==> src/rtl/sobel_pkg.sv <==
// Shared types and constants for the Sobel window sequencer and its helpers.
package sobel_pkg;

  localparam int PIX_W      = 8;
  localparam int E_W        = 14;
  localparam int CENTER_IDX = 4;
  localparam int NBR_CNT    = 8;

  localparam logic [E_W-1:0] E_INIT = '1;

  typedef enum logic [2:0] {
    IDLE,
    ISSUE,
    CAPTURE,
    DRAIN,
    DONE
  } seq_state_t;

  // Row-major neighbour order around the centre pixel (index 4 skipped).
  localparam logic [3:0] NBR_IDX [NBR_CNT] = '{
    4'd0, 4'd1, 4'd2, 4'd3, 4'd5, 4'd6, 4'd7, 4'd8
  };

endpackage

==> src/rtl/sobel_wait_timer.sv <==
// Load/enable wait counter; tc_o fires on the TIMEOUT-th enabled cycle after a load.
module sobel_wait_timer #(
  parameter int TIMEOUT = 16
) (
  input  logic clk,
  input  logic rst_n,
  input  logic load_i,
  input  logic en_i,
  output logic tc_o
);

  localparam int CW = $clog2(TIMEOUT + 1);

  logic [CW-1:0] cnt_q;
  logic [CW-1:0] cnt_d;

  assign tc_o = en_i && (cnt_q == CW'(TIMEOUT - 1));

  always_comb begin
    cnt_d = cnt_q;
    if (load_i) begin
      cnt_d = '0;
    end else if (en_i && !tc_o) begin
      cnt_d = cnt_q + 1'b1;
    end
  end

  always_ff @(posedge clk or negedge rst_n) begin
    if (!rst_n) begin
      cnt_q <= '0;
    end else begin
      cnt_q <= cnt_d;
    end
  end

endmodule

==> src/rtl/sobel_window_sequencer.sv <==
// Feeds the 8 centre/neighbour pairs of a 3x3 window to the Sobel difference unit,
// chains the running minimum through inE and reports the final score with a corner flag.
module sobel_window_sequencer #(
  parameter int PIX_W   = sobel_pkg::PIX_W,
  parameter int E_W     = sobel_pkg::E_W,
  parameter int TIMEOUT = 16
) (
  input  logic               clk,
  input  logic               rst_n,
  input  logic               win_valid,
  output logic               win_ready,
  input  logic [9*PIX_W-1:0] win_pix,
  input  logic [E_W-1:0]     thr,
  output logic               sob_start,
  output logic [PIX_W-1:0]   sob_center,
  output logic [PIX_W-1:0]   sob_target,
  output logic [E_W-1:0]     sob_e,
  input  logic               sob_q,
  input  logic [E_W-1:0]     sob_eout,
  output logic               score_valid,
  input  logic               score_ready,
  output logic [E_W-1:0]     score,
  output logic               corner,
  output logic               timeout_err
);

  import sobel_pkg::*;

  seq_state_t       state_q;
  logic [PIX_W-1:0] pix_q [9];
  logic [PIX_W-1:0] win_pix_a [9];
  logic [E_W-1:0]   thr_q;
  logic [2:0]       nbr_q;
  logic             win_ready_q;
  logic             sob_start_q;
  logic [PIX_W-1:0] sob_center_q;
  logic [PIX_W-1:0] sob_target_q;
  logic [E_W-1:0]   sob_e_q;
  logic             score_valid_q;
  logic [E_W-1:0]   score_q;
  logic             corner_q;
  logic             timeout_err_q;

  logic tmr_load;
  logic tmr_en;
  logic tmr_tc;

  always_comb begin
    for (int unsigned k = 0; k < 9; k++) begin
      win_pix_a[k] = win_pix[PIX_W*k +: PIX_W];
    end
  end

  // Timer restarts on every entry into ISSUE or DRAIN, including DRAIN->ISSUE.
  always_comb begin
    tmr_load = 1'b0;
    tmr_en   = 1'b0;
    case (state_q)
      IDLE:    tmr_load = win_valid;
      ISSUE:   tmr_en   = 1'b1;
      CAPTURE: tmr_load = 1'b1;
      DRAIN: begin
        tmr_en   = 1'b1;
        tmr_load = !sob_q && (nbr_q != 3'd7);
      end
      default: ;
    endcase
  end

  sobel_wait_timer #(
    .TIMEOUT(TIMEOUT)
  ) u_wait_timer (
    .clk   (clk),
    .rst_n (rst_n),
    .load_i(tmr_load),
    .en_i  (tmr_en),
    .tc_o  (tmr_tc)
  );

  always_ff @(posedge clk or negedge rst_n) begin
    if (!rst_n) begin
      state_q       <= IDLE;
      pix_q         <= '{default: '0};
      thr_q         <= '0;
      nbr_q         <= '0;
      win_ready_q   <= 1'b1;
      sob_start_q   <= 1'b0;
      sob_center_q  <= '0;
      sob_target_q  <= '0;
      sob_e_q       <= '1;
      score_valid_q <= 1'b0;
      score_q       <= '0;
      corner_q      <= 1'b0;
      timeout_err_q <= 1'b0;
    end else begin
      case (state_q)
        IDLE: begin
          if (win_valid) begin
            pix_q         <= win_pix_a;
            thr_q         <= thr;
            timeout_err_q <= 1'b0;
            nbr_q         <= '0;
            sob_e_q       <= '1;
            sob_start_q   <= 1'b1;
            sob_center_q  <= win_pix_a[CENTER_IDX];
            sob_target_q  <= win_pix_a[NBR_IDX[0]];
            win_ready_q   <= 1'b0;
            state_q       <= ISSUE;
          end
        end
        ISSUE: begin
          if (sob_q) begin
            sob_start_q <= 1'b0;
            state_q     <= CAPTURE;
          end else if (tmr_tc) begin
            timeout_err_q <= 1'b1;
            score_q       <= '1;
            corner_q      <= 1'b0;
            score_valid_q <= 1'b1;
            sob_start_q   <= 1'b0;
            state_q       <= DONE;
          end
        end
        CAPTURE: begin
          sob_e_q <= sob_eout;
          state_q <= DRAIN;
        end
        DRAIN: begin
          if (!sob_q) begin
            if (nbr_q == 3'd7) begin
              score_valid_q <= 1'b1;
              score_q       <= sob_e_q;
              corner_q      <= (sob_e_q > thr_q);
              state_q       <= DONE;
            end else begin
              nbr_q        <= nbr_q + 3'd1;
              sob_start_q  <= 1'b1;
              sob_center_q <= pix_q[CENTER_IDX];
              sob_target_q <= pix_q[NBR_IDX[nbr_q + 3'd1]];
              state_q      <= ISSUE;
            end
          end else if (tmr_tc) begin
            timeout_err_q <= 1'b1;
            score_q       <= '1;
            corner_q      <= 1'b0;
            score_valid_q <= 1'b1;
            state_q       <= DONE;
          end
        end
        DONE: begin
          if (score_ready) begin
            score_valid_q <= 1'b0;
            win_ready_q   <= 1'b1;
            state_q       <= IDLE;
          end
        end
        default: state_q <= IDLE;
      endcase
    end
  end

  assign win_ready   = win_ready_q;
  assign sob_start   = sob_start_q;
  assign sob_center  = sob_center_q;
  assign sob_target  = sob_target_q;
  assign sob_e       = sob_e_q;
  assign score_valid = score_valid_q;
  assign score       = score_q;
  assign corner      = corner_q;
  assign timeout_err = timeout_err_q;

endmodule

==> config.mk <==
export PLATFORM = sky130hd
export DESIGN_NAME = sobel_window_sequencer
export DESIGN_NICKNAME = d
export VERILOG_FILES = /design/src/rtl/sobel_pkg.sv /design/src/rtl/sobel_wait_timer.sv /design/src/rtl/sobel_window_sequencer.sv
export SDC_FILE = /design/constraint.sdc
export NUM_CORES = 1
export LEC_CHECK = 0
export CAP_MARGIN = 20
export CELL_PAD_IN_SITES_DETAIL_PLACEMENT = 0
export CELL_PAD_IN_SITES_GLOBAL_PLACEMENT = 1
export CORE_ASPECT_RATIO = 1.2
export CORE_MARGIN = 2
export CORE_UTILIZATION = 30
export DETAILED_ROUTE_END_ITERATION = 10
export DONT_BUFFER_PORTS = 1
export PLACE_DENSITY = 0.57
export RECOVER_POWER = 25
export SLEW_MARGIN = 20
export SYNTH_ARGS = -nofsm -noshare
export SYNTH_HDL_FRONTEND = slang
export SYNTH_SLANG_ARGS = --single-unit
==> constraint.sdc <==
create_clock -name clk -period 6 [get_ports clk]
set_input_delay 1.2 -clock clk [delete_from_list [all_inputs] [get_ports clk]]
set_output_delay 1.2 -clock clk [all_outputs]
set_load 0.03 [all_outputs]
# == Yosys cells after proc, flatten, opt, wreduce, memory -nomap -nowiden ==
# Memories as Yosys holds them, arrays and structs flattened.
# Cells that the tools add are included.
# totals
latchBits,0
rom_bits,32
out_inout_bits,49
word_cells,127
inputBits,105
ram_bits,0
mem_count,1
ff_bits,146
# memory_table
memory,words,word_bits,read_ports,rd_clocked_by_memory_dff,wr,line,source
(name not given),8,4,1,0,0,sobel_window_sequencer.sv:139,sob_target_q <= pix_q[NBR_IDX[nbr_q + 3'd1]];
# classes
mul,0
n_lt_le_gt_ge,3
eq_ne,15
shift,0
div_mod_pow,0
n_addsub,2
bitwise,2
n_reduce_logical,23
n_mux,59
# ops
operator,n
2-to-1 mux 14 bit,5
2-to-1 mux 8 bit,8
case mux 14 bit (2 select lines),2
binary-select mux 8 bit (select 4 bit),1
case mux 8 bit (2 select lines),2
2-to-1 mux 3 bit,9
2-to-1 mux 1 bit,20
case mux 3 bit (5 select lines),1
> comparator 14 bit,1
!= test 2 bit (second input constant),6
case mux 1 bit (3 select lines),4
AND reduction 4 bit,3
2-to-1 mux 5 bit,2
nonzero test 2 bit,5
2-to-1 mux 4 bit,2
equality test 3 x 2 -> 1 bit (second input constant),2
equality test 3 bit (second input constant),2
!= test 3 bit (second input constant),2
case mux 3 bit (2 select lines),1
AND reduction 2 bit,3
AND reduction 3 bit,2
nonzero test 3 bit,2
adder 5 x 1 -> 5 bit (second input constant),1
equality test 5 x 4 -> 1 bit (second input constant),1
other kinds (13),17

# == Logic depth before layout (Yosys ltp) ==
# Gate-level depths: netlist of run 1.
# logic_depth
depth_word,12
ltp_mapped,11
ltp_nobuf,7

# == Hierarchy ==
# From an unflattened synthesis of run 1, not the netlist that was laid out.
# hier_totals
hier_cells,771
area_unflattened_um2,7397.1
# modules_own_cells
module,cells_per_inst,n_inst,area_per_inst_um2,seq_area_each_um2
sobel_window_sequencer,747,1,7121.8,3547.2
sobel_wait_timer,24,1,275.3,125.1

# == Worst setup path after synthesis of run 1 ==
# Ideal clock, no wire load.
# synth_timing
path_kind,flip-flop to flip-flop
from,register nbr_q[0]
to,register sob_target_q[6] (netlist: sob_target[6])
path_buffers,4
required_time_ps,5874
synth_period_minus_slack_ps,2466
path_slack_ps,3534
setup_time_ps,126
t_arrival_ps,2340
path_stages_with_launch,11
cell_sequence,dfrtp_1 clkbuf_1 buf_2 inv_1 ha_1 buf_2 clkbuf_1 o21ai_0 a222oi_1 o21ai_0 a221o_1
# synth_via
elab_chain_cells,12
elab_cells_between_ends,15
cone_classes,1 x add/sub; 2 x eq/ne; 8 x mux; 2 x bitwise; 1 x reduce/logical; 1 x memory
# synth_lines
item,line,source
from (decl),sobel_window_sequencer.sv:33,logic [2:0] nbr_q;
from (signal assigned),sobel_window_sequencer.sv:136,nbr_q <= nbr_q + 3'd1;
adder 3 x 1 -> 3 bit,sobel_window_sequencer.sv:139,
inverter 3 -> 4 bit (implied by the code),sobel_window_sequencer.sv:139,
memory read (8 x 4 bit),--,
2-to-1 mux 4 bit (implied by the code) (2 in a row),sobel_window_sequencer.sv:139,
inverter 4 -> 5 bit (implied by the code),sobel_window_sequencer.sv:139,
binary-select mux 8 bit (select 4 bit),sobel_window_sequencer.sv:139,
2-to-1 mux 8 bit (implied by the code) (2 in a row),sobel_window_sequencer.sv:139,
2-to-1 mux 8 bit,sobel_window_sequencer.sv:130,if (nbr_q == 3'd7) begin
2-to-1 mux 8 bit,sobel_window_sequencer.sv:129,if (!sob_q) begin
case mux 8 bit (2 select lines),sobel_window_sequencer.sv:96,case (state_q)
to (signal assigned),sobel_window_sequencer.sv:106,sob_target_q <= win_pix_a[NBR_IDX[0]];
to (signal assigned),sobel_window_sequencer.sv:139,
to (decl),sobel_window_sequencer.sv:37,logic [PIX_W-1:0] sob_target_q;
# Parallel ways exist; a longest one is shown, timed or not. The select of a mux whose other input is x is not followed.
# A chain may end at the register's enable or synchronous reset.

# == Final worst setup path of run 1 ==
# Ends and elaborated chain as after synthesis.

==> results of run 1 <==
[logic make-up after synthesis]
| group | synth area share [%] |
|---|---|
| buffers and inverters | 4.004 |
| AO/OA/AOI/OAI | 10.87 |
| flip-flops | 52.22 |
| multiplexers | 19.34 |
| AND/OR/NAND/NOR | 9.502 |
| XOR/XNOR | 0.4983 |
| adder cells (fa/ha/maj) | 3.559 |
[routing by layer]
layer / share of wire, % / global-route usage [%] / vias to the layer above
met5: 0 / 0 / -
met4: 2.1 / 5.115 / 0
met3: 7.6 / 5.457 / 22
met2: 49 / 23.62 / 153
met1: 42 / 16.72 / 2323
li1: - / - / 2109
[synth_stat cells (2+ instances only)]
cell type and instances:
buf_6 3, nor2_1 44, nor3_1 9, a2111oi_0 2
a21oi_1 11, nor3b_1 2, mux4_2 19, clkbuf_1 14
or2_2 2, xnor2_1 2, mux2i_1 2, o21ai_0 47
nand4_1 2, nor2_4 2, dfstp_2 15, a211oi_1 7
or3_1 2, buf_4 3, and3_1 4, a211oi_2 3
nand2_1 66, dfrtp_1 131, mux2_2 80, a31oi_1 10
buf_2 18, a22oi_1 2, inv_1 22, ha_1 20
nand3_1 2, nand3b_1 2, o22a_1 15, a21o_1 3
xor2_1 2, a221oi_1 6, nand2b_1 3, nor2b_1 4
[sequential cells by signal, indices dropped and copies added, names as in the netlist, 5 cells and up]
| register | count |
|---|---|
| u_wait_timer.cnt_q | 5 |
| pix_q | 72 |
| score | 14 |
| sob_e | 14 |
| thr_q | 14 |
| sob_target | 8 |
| sob_center | 8 |
[through the flow]
step                std cells  area, um2  utilization (%)
detailed placement        877       7256            31.37
floorplan                 597       7032                -
global route              911       7893            34.13
global placement          877       7256            31.37
CTS                       909       7888            34.11
finish                    912       7895            34.14
[path summary, 6_finish.rpt]
check                          from       endpoint  slack (ps)  cells after the start
min in group clk           nbr_q[2]       nbr_q[2]         490                      2
hold reg to reg            nbr_q[2]       nbr_q[2]         490                      2
hold / removal                rst_n      score[13]         470                      0
setup reg to reg           nbr_q[0]  sob_target[6]        2600                      6
max in group asynchronous     rst_n      pix_q[30]        5230                      0
setup / recovery           nbr_q[0]  sob_target[6]        2600                      6
[power by group]
part / total (W) / internal, W / switching [W] / leakage [nW]
clock: 0.00115 / 0.000677 / 0.000473 / 0.309
combinational: 0.00162 / 0.000874 / 0.000748 / 1.16
sequential: 0.00221 / 0.00150 / 0.000717 / 1.75
[layout make-up]
| cell class | instances | share of cell area [%] |
|---|---|---|
| antenna | 3 | 0.09509 |
| clock buffer | 17 | 5.388 |
| clock inverter | 15 | 2.615 |
| inverter | 22 | 1.046 |
| multi-input combinational | 391 | 39.05 |
| sequential | 146 | 46.53 |
| tap | 315 | 4.992 |
| timing repair buffer | 3 | 0.2853 |
==> flow_metrics.env, run 1 <==
export IMPL_status="finished, final reports clean"
export IMPL_final_period_utilization_pct=56.66
export IMPL_critical_path_required_ps=6300
export IMPL_grt_usage_pct=14.22
export IMPL_postCtsHoldBufs=0
export IMPL_place_ws_ps=2562
export IMPL_powerDensity_nw_per_um2=631.6
export IMPL_max_freq_ghz=0.2942
export IMPL_syn_area_um2=7032
export IMPL_grt_pass1_wl_um=26830
export IMPL_cts_resized=0
export IMPL_multi_input_area_um2=3083
export IMPL_drt_total_wl_um=17060
export IMPL_maxSlewHeadroom_pct=31.86
export IMPL_clock_sinks=146
export IMPL_synth_edff_count=0
export IMPL_p_leak_nw=3.215
export IMPL_cp_top_family="compound AO/OA/AOI/OAI gates"
export IMPL_ys_ff_latch=146
export IMPL_dp_hpwl_um=12090
export IMPL_syn_num_nets=722
export IMPL_max_cap_violations=0
export IMPL_crit_slowest_cell="ha_1"
export IMPL_fin_nets=706
export IMPL_cts_path_max_buffers=2
export IMPL_crit_arrival_ps=3700
export IMPL_dieArea_um2=24690
export IMPL_synth_area_leader_cell="dfrtp_1"
export IMPL_min_path_type="primary input to async pin"
export IMPL_path_max_fanout=33
export IMPL_synth_top_cell_area_share_pct=46.62
export IMPL_port_buffers=0
export IMPL_tightestPinTransition_ps=1022
export IMPL_drc=0
export IMPL_setup_violations=0
export IMPL_path_cells="inv_1 -> ha_1 -> o21ai_0 -> a222oi_1 -> o21ai_0 -> a221o_1"
export IMPL_grt_ovfl_total=0
export IMPL_cpMostUsedCell="o21ai_0"
export IMPL_start_kind="flip-flop"
export IMPL_avgRoutedWirePerCell_um=18.70
export IMPL_via_per_inst=5.052
export IMPL_core_um2=23130
export IMPL_synthCells=597
export IMPL_crit_type="flip-flop to flip-flop"
export IMPL_regArea_um2=3674
export IMPL_dr_pass1_iters=4
export IMPL_timing_final_ws_setup_ps=2601
export IMPL_drt_iter0_drc=236
export IMPL_drive_above_1_share_pct=27.10
export IMPL_hold_viol=0
export IMPL_start_util_pct=30.41
export IMPL_chipWidth_um=143.8
export IMPL_fin_worst_skew_ps=10.43
export IMPL_drv_slew=0
export IMPL_ir_drop_mv=0.2178
export IMPL_yosysUniqueCellTypes=52
export IMPL_grt_max_degree=147
export IMPL_critPathBufInv=1
export IMPL_grt_pass1_vias=4840
export IMPL_cts_made_buffers=17
export IMPL_crit_path_end_kind="flip-flop"
export IMPL_place_gp_congestion=0.7160
export IMPL_synth_main_ff_cell="dfrtp_1"
export IMPL_postRouteAntennaNets=0
export IMPL_finalPower_w=0.004987
export IMPL_seq_area_frac_synth_pct=52.22
export IMPL_cts_tree="built"
export IMPL_holdWs_ps=469.0
export IMPL_antenna_found_initial=3
export IMPL_synth_area_top_cells="dfrtp_1 (47%), mux2_2 (13%), mux4_2 (6.1%)"
export IMPL_fin_tns_setup_ps=0
export IMPL_cts_root_buf="clkbuf_16"
export IMPL_rsz0062_at_grt="no"
export IMPL_pin_count=154
export IMPL_vias=4607
export IMPL_post_route_min_period_ps=3399
export IMPL_rows=61
export IMPL_slowest_delay_ps=1040
export IMPL_post_cts_buffers=0
export IMPL_area_delta_synth_final_pct=12.28
export IMPL_htree_levels=4
export IMPL_final_common_cell="dfrtp_1"
export IMPL_worstSkewPairLatency_ps=420
export IMPL_yosys_warnings=0
export IMPL_clkTransAtPathRegs_ps=70
export IMPL_n_fill_cell=2268
export IMPL_final_cell_mix="dfrtp_1 (130), mux2_2 (80), nand2_1 (66)"
export IMPL_avgSynthCellArea_um2=11.78
export IMPL_async_flop_share_pct=100.0
export IMPL_dieHeight_um=171.7
Power figures use the tool's default switching activity.
==> run 2, diff against run 1 <==
--- a/config.mk
+++ b/config.mk
@@ -13,7 +13,7 @@
 export CORE_UTILIZATION = 30
 export DETAILED_ROUTE_END_ITERATION = 10
 export DONT_BUFFER_PORTS = 1
-export PLACE_DENSITY = 0.57
+export PLACE_DENSITY = 0.59
 export RECOVER_POWER = 25
 export SLEW_MARGIN = 20
 export SYNTH_ARGS = -nofsm -noshare
==> constraint.sdc (replaced) <==
create_clock -name clk -period 2.7 [get_ports clk]
set_input_delay 0.54 -clock clk [delete_from_list [all_inputs] [get_ports clk]]
set_output_delay 0.54 -clock clk [all_outputs]
set_load 0.03 [all_outputs]
==> flow_metrics.env, run 2 (synthesis gave the netlist of run 1 again) <==
export IMPL_status="finished with violations"
export IMPL_failed_checks="hold timing"
export IMPL_powerDensity_nw_per_um2=1387
export IMPL_clock_sinks=146
export IMPL_critical_path_required_ps=3050
export IMPL_drv_slew=0
export IMPL_path_cells="ha_1 -> ha_1 -> nor3b_1 -> and3_1 -> a21oi_1 -> o21ai_0 -> o22a_1"
export IMPL_grt_usage_pct=14.58
export IMPL_grt_pass1_vias=4859
export IMPL_dp_hpwl_um=12340
export IMPL_critPathBufInv=0
export IMPL_regArea_um2=3674
export IMPL_finish_utilization_pct=34.17
export IMPL_port_buffers=0
export IMPL_clkTransAtPathRegs_ps=70
export IMPL_cts_path_max_buffers=2
export IMPL_avgRoutedWirePerCell_um=18.95
export IMPL_tightestPinTransition_ps=640.1
export IMPL_start_kind="flip-flop"
export IMPL_rsz0062_at_grt="no"
export IMPL_via_per_inst=4.969
export IMPL_final_common_cell="dfrtp_1"
export IMPL_largest_reg_flops=72
export IMPL_p_leak_nw=3.232
export IMPL_slowest_delay_ps=460
export IMPL_placedCellCount=885
export IMPL_htree_levels=4
export IMPL_worstSkewPairLatency_ps=420
export IMPL_chipWidth_um=143.8
export IMPL_final_cell_mix="dfrtp_1 (130), mux2_2 (80), nand2_1 (66)"
export IMPL_r2r_end="sob_target[7]"
export IMPL_setup_violations=0
export IMPL_grt_max_degree=147
export IMPL_min_path_type="primary input to async pin"
export IMPL_cts_root_buf="clkbuf_16"
export IMPL_crit_arrival_ps=2730
export IMPL_drt_iter0_drc=270
export IMPL_fin_nets=714
export IMPL_place_gp_congestion=0.7818
export IMPL_drive_above_1_share_pct=28.07
export IMPL_area_delta_synth_final_pct=12.37
export IMPL_stdcell_count=918
export IMPL_hold_viol=139
export IMPL_ir_drop_mv=0.4643
export IMPL_post_cts_buffers=0
export IMPL_pin_count=154
export IMPL_drt_total_wl_um=17390
export IMPL_drc=0
export IMPL_grt_pass1_wl_um=27370
export IMPL_postRouteAntennaNets=0
export IMPL_r2r_cells=7
export IMPL_crit_type="flip-flop to flip-flop"
export IMPL_placed_area_um2=7328
export IMPL_antenna_found_initial=2
export IMPL_fin_tns_setup_ps=0
export IMPL_fin_area_um2=7901
export IMPL_vias=4562
export IMPL_grt_ovfl_total=0
export IMPL_worst_r2r_setup_slack_ps=320
export IMPL_cpMostUsedCell="ha_1"
export IMPL_fin_worst_skew_ps=8.972
export IMPL_start_util_pct=30.41
export IMPL_path_max_fanout=9
export IMPL_dieHeight_um=171.7
export IMPL_post_route_min_period_ps=2380
export IMPL_top_register="pix_q"
export IMPL_core_um2=23130
export IMPL_cts_made_buffers=17
export IMPL_dr_pass1_iters=4
export IMPL_cp_top_family="simple AND/OR/NAND/NOR gates"
export IMPL_holdWs_ps=-189.3
export IMPL_cts_resized=0
export IMPL_max_cap_violations=0
export IMPL_max_freq_ghz=0.4202
export IMPL_crit_slowest_cell="and3_1"
export IMPL_rows=61
export IMPL_cts_tree="built"
export IMPL_dieArea_um2=24690
export IMPL_final_period_utilization_pct=88.15
export IMPL_maxSlewHeadroom_pct=57.23
export IMPL_multi_input_area_um2=3083
export IMPL_n_fill_cell=2305
export IMPL_crit_path_end_kind="flip-flop"
export IMPL_r2r_start="nbr_q[0]"
run 2: cell types whose count changed in the layout (fill, tap and decap cells not counted):
cell       before  now
inv_8           5    2
clkinv_2        0    3
clkinv_4        0    2
bufinv_16       3    1
buf_12          0    1
buf_4           3   10
diode_2         3    1
run 2: worst register-to-register path: cells and delay by family, from the launching register on:
| kind | cells | cell delay (ps) |
|---|---|---|
| and+or+nand+nor | 2 | 820 |
| adders and majority gates | 2 | 640 |
| AOI/OAI and AO/OA | 3 | 450 |
| DFF | 1 | 420 |
run 2: area by class of cell:
| class | count | area share (%) |
|---|---|---|
| antenna | 1 | 0.03167 |
| clock buffer | 17 | 5.384 |
| timing repair buffer | 11 | 1.203 |
| sequential | 146 | 46.49 |
| inverter | 22 | 1.045 |
| multi-input combinational | 391 | 39.02 |
| clock inverter | 15 | 1.837 |
| tap | 315 | 4.988 |
run 2: report_power, final:
| group | switching [W] | internal, W |
|---|---|---|
| Combinational | 0.00182 | 0.00201 |
| Clock | 0.00102 | 0.00130 |
| Sequential | 0.00149 | 0.00333 |
run 2: worst max path at each step:
stage	from	to	slack, ps	cells past startpoint
after CTS	nbr_q[0]	sob_target[7]	340	7
after detailed placement	nbr_q[0]	sob_target[6]	360	7
final	nbr_q[0]	sob_target[7]	320	7
after global placement	nbr_q[0]	sob_target[6]	390	7
after floorplan	nbr_q[0]	sob_target[6]	230	10
after global routing	nbr_q[0]	sob_target[1]	190	6
run 2: through the flow:
stage	worst slack (ps)	power [W]
6_report	320.1	0.01096
5_1_grt	189.8	0.01180
4_1_cts	339.9	0.01111
3_5_place_dp	362.2	0.008733
3_3_place_gp	394.2	0.008598
2_1_floorplan	234.3	0.007697
run 2: per-layer routing:
layer	global-route usage [%]	vias up	part of all wire (%)
li1	-	2127	-
met1	17.39	2254	40
met2	24.10	153	48
met3	5.429	26	9.1
met4	5.200	2	2.0
met5	0	-	0.080
==> run 3, diff against run 2 <==
--- a/config.mk
+++ b/config.mk
@@ -10,12 +10,13 @@
 export CELL_PAD_IN_SITES_GLOBAL_PLACEMENT = 1
 export CORE_ASPECT_RATIO = 1.2
 export CORE_MARGIN = 2
-export CORE_UTILIZATION = 30
+export CORE_UTILIZATION = 44
 export DETAILED_ROUTE_END_ITERATION = 10
 export DONT_BUFFER_PORTS = 1
-export PLACE_DENSITY = 0.59
+export PLACE_DENSITY = 0.81
 export RECOVER_POWER = 25
 export SLEW_MARGIN = 20
 export SYNTH_ARGS = -nofsm -noshare
 export SYNTH_HDL_FRONTEND = slang
+export SYNTH_HIERARCHICAL = 1
 export SYNTH_SLANG_ARGS = --single-unit
==> flow_metrics.env, run 3 <==
export IMPL_swShare_pct=41.46
export IMPL_drive_above_1_share_pct=12.22
export IMPL_cts_made_buffers=17
export IMPL_min_path_type="primary input to async pin"
export IMPL_rows=51
export IMPL_dp_hpwl_um=13360
export IMPL_drt_total_wl_um=18910
export IMPL_start_kind="flip-flop"
export IMPL_avgSynthCellArea_um2=9.594
export IMPL_avgRoutedWirePerCell_um=19.28
export IMPL_vias=5591
export IMPL_crit_type="flip-flop to flip-flop"
export IMPL_chipWidth_um=122.4
export IMPL_dr_pass1_iters=5
export IMPL_cp_top_family="compound AO/OA/AOI/OAI gates"
export IMPL_tightestPinTransition_ps=703.6
export IMPL_clock_sinks=146
export IMPL_synth_common_cells="nand2_1 (244), dfrtp_1 (131), o21ai_0 (37), a21oi_1 (36)"
export IMPL_via_per_inst=5.699
export IMPL_maxSlewHeadroom_pct=53.04
export IMPL_dieHeight_um=146.0
export IMPL_place_ws_ps=-108.4
export IMPL_post_route_min_period_ps=2566
export IMPL_post_cts_buffers=0
export IMPL_synth_area_top_cells="dfrtp_1 (44%), nand2_1 (12%), dfstp_2 (5.3%)"
export IMPL_grt_max_degree=147
export IMPL_dieArea_um2=17870
export IMPL_r2r_cells=8
export IMPL_max_freq_ghz=0.3897
export IMPL_area_delta_synth_final_pct=9.912
export IMPL_synth_edff_count=0
export IMPL_final_period_utilization_pct=95.05
export IMPL_holdWs_ps=-197.7
export IMPL_p_leak_nw=3.713
export IMPL_grt_ovfl_total=0
export IMPL_worstSkewPairLatency_ps=420
export IMPL_rsz0062_at_grt="no"
export IMPL_path_cells="ha_1 -> ha_2 -> buf_12 -> mux2_1 -> a221oi_1 -> a2bb2oi_1 -> a311o_1 -> a21oi_1"
export IMPL_worst_r2r_setup_slack_ps=130
export IMPL_syn_num_nets=896
export IMPL_worstSetupStartpoint="nbr_q[1]"
export IMPL_critPathBufInv=1
export IMPL_synthCells=771
export IMPL_power_frac_seq_pct=39.0
export IMPL_slowest_delay_ps=440
export IMPL_ys_ff_latch=146
export IMPL_antennaDiodeCount=0
export IMPL_fin_nets=882
export IMPL_crit_slowest_cell="ha_2"
export IMPL_seq_area_frac_synth_pct=49.64
export IMPL_antenna_found_initial=0
export IMPL_setup_violations=0
export IMPL_pwr_share_comb_pct=39.6
export IMPL_pin_count=154
export IMPL_grt_usage_pct=21.75
export IMPL_finalPower_w=0.01130
export IMPL_r2r_end="sob_target[2]"
export IMPL_hold_viol=145
export IMPL_core_um2=16340
export IMPL_r2r_start="nbr_q[1]"
export IMPL_synth_most_common_cell="nand2_1"
export IMPL_htree_levels=4
export IMPL_switching_power_w=0.004686
export IMPL_drc=0
export IMPL_async_flop_share_pct=100.0
export IMPL_synth_top_cell_area_share_pct=44.32
export IMPL_port_buffers=0
export IMPL_internal_power_w=0.006615
export IMPL_ir_drop_mv=0.5997
export IMPL_top_register="pix_q"
export IMPL_timing_final_ws_setup_ps=133.8
export IMPL_path_max_fanout=23
export IMPL_cts_path_max_buffers=2
export IMPL_place_gp_congestion=0.8495
export IMPL_postRouteAntennaNets=0
export IMPL_failed_checks="hold timing"
export IMPL_clkTransAtPathRegs_ps=60
export IMPL_final_common_cell="nand2_1"
export IMPL_yosysUniqueCellTypes=57
export IMPL_fin_worst_skew_ps=10.05
export IMPL_start_util_pct=45.28
export IMPL_critical_path_required_ps=3010
export IMPL_powerDensity_nw_per_um2=1390
export IMPL_p_clk_share_pct=21.4
export IMPL_status="finished with violations"
export IMPL_final_cell_mix="nand2_1 (244), dfrtp_1 (131), o21ai_0 (37)"
export IMPL_synth_main_ff_cell="dfrtp_1"
export IMPL_grt_pass1_wl_um=30300
export IMPL_cts_root_buf="clkbuf_16"
export IMPL_largest_reg_flops=72
export IMPL_synth_area_leader_cell="dfrtp_1"
export IMPL_drv_slew=0
export IMPL_yosys_warnings=6
export IMPL_crit_path_end_kind="flip-flop"
export IMPL_crit_arrival_ps=2870
export IMPL_max_cap_violations=0
export IMPL_cts_tree="built"
export IMPL_grt_pass1_vias=5736
export IMPL_syn_area_um2=7397
export IMPL_drt_iter0_drc=302
[run 3: cell types whose count changed after synthesis, moves of 13 or more]
cell	before	now
mux2i_1	2	25
nand2_1	66	244
o22a_1	15	28
mux2_2	80	3
nor2_1	44	28
mux4_2	19	0
a21oi_1	11	36
[run 3: kinds of logic (layout without fill, tap and decap cells)]
group / Yosys count / in the layout / synth area share [%]
compound gates: 172 / 172 / 16.78
xor+xnor: 2 / 2 / 0.2368
fa+ha+maj: 20 / 20 / 3.383
buf+inv: 71 / 69 / 5.294
flops: 146 / 146 / 49.64
mux: 42 / 42 / 6.275
simple gates: 318 / 318 / 18.39
[run 3: worst max-delay path by stage]
stage / end / slack, ps / cells after the start
after floorplan: u_wait_timer/cnt_q[3] / 470 / 10
after global placement: corner / 10 / 8
after detailed placement: corner / -110 / 8
after CTS: sob_target[2] / 150 / 8
after global routing: corner / 6 / 8
final: sob_target[2] / 130 / 8
[run 3: per-stage QoR]
step                      std cells  utilization (%)  TNS, ps  instance area, um2
after detailed placement        950            46.06   -135.3                7523
after CTS                       981            49.77        0                8130
after global placement          950            46.06        0                7523
after global routing            981            49.77        0                8130
final                           981            49.77        0                8130
after floorplan                 771                -        0                7397
[run 3: timing repair]
action	CTS	global route
endpoints found under the hold margin	146	146
gates resized for setup	1	0
setup endpoints to repair	10	0
[run 3: cell type report]
type | instances | area, um2
Clock buffer | 20 | 446.7
Clock inverter | 11 | 153.9
Multi-Input combinational cell | 554 | 3352
Fill cell | 1537 | 8205
Tap cell | 212 | 265.3
Sequential cell | 146 | 3672
Inverter | 22 | 82.58
Timing Repair Buffer | 16 | 157.7
[run 3: worst reg2reg max path: stages, from the launching register on]
cell and delay [ps]:
dfrtp_1 430, ha_1 210, ha_2 440, buf_12 210
mux2_1 360, a221oi_1 290, a2bb2oi_1 280, a311o_1 160
a21oi_1 60
[run 3: power groups by stage]
stage	combinational [W]	clock, W	sequential [W]
2_1_floorplan	0.00374	0	0.00410
3_3_place_gp	0.00427	0	0.00440
3_5_place_dp	0.00446	0	0.00443
4_1_cts	0.00450	0.00246	0.00441
5_1_grt	0.00501	0.00255	0.00452
6_report	0.00447	0.00242	0.00441
[run 3: metal layers]
layer | GRT usage, % | part of all wire, % | vias to the layer above
met5 | 0 | 0 | -
met2 | 35.11 | 48 | 197
li1 | - | - | 2640
met3 | 6.289 | 7.0 | 34
met1 | 27.39 | 42 | 2720
met4 | 8.506 | 3.0 | 0
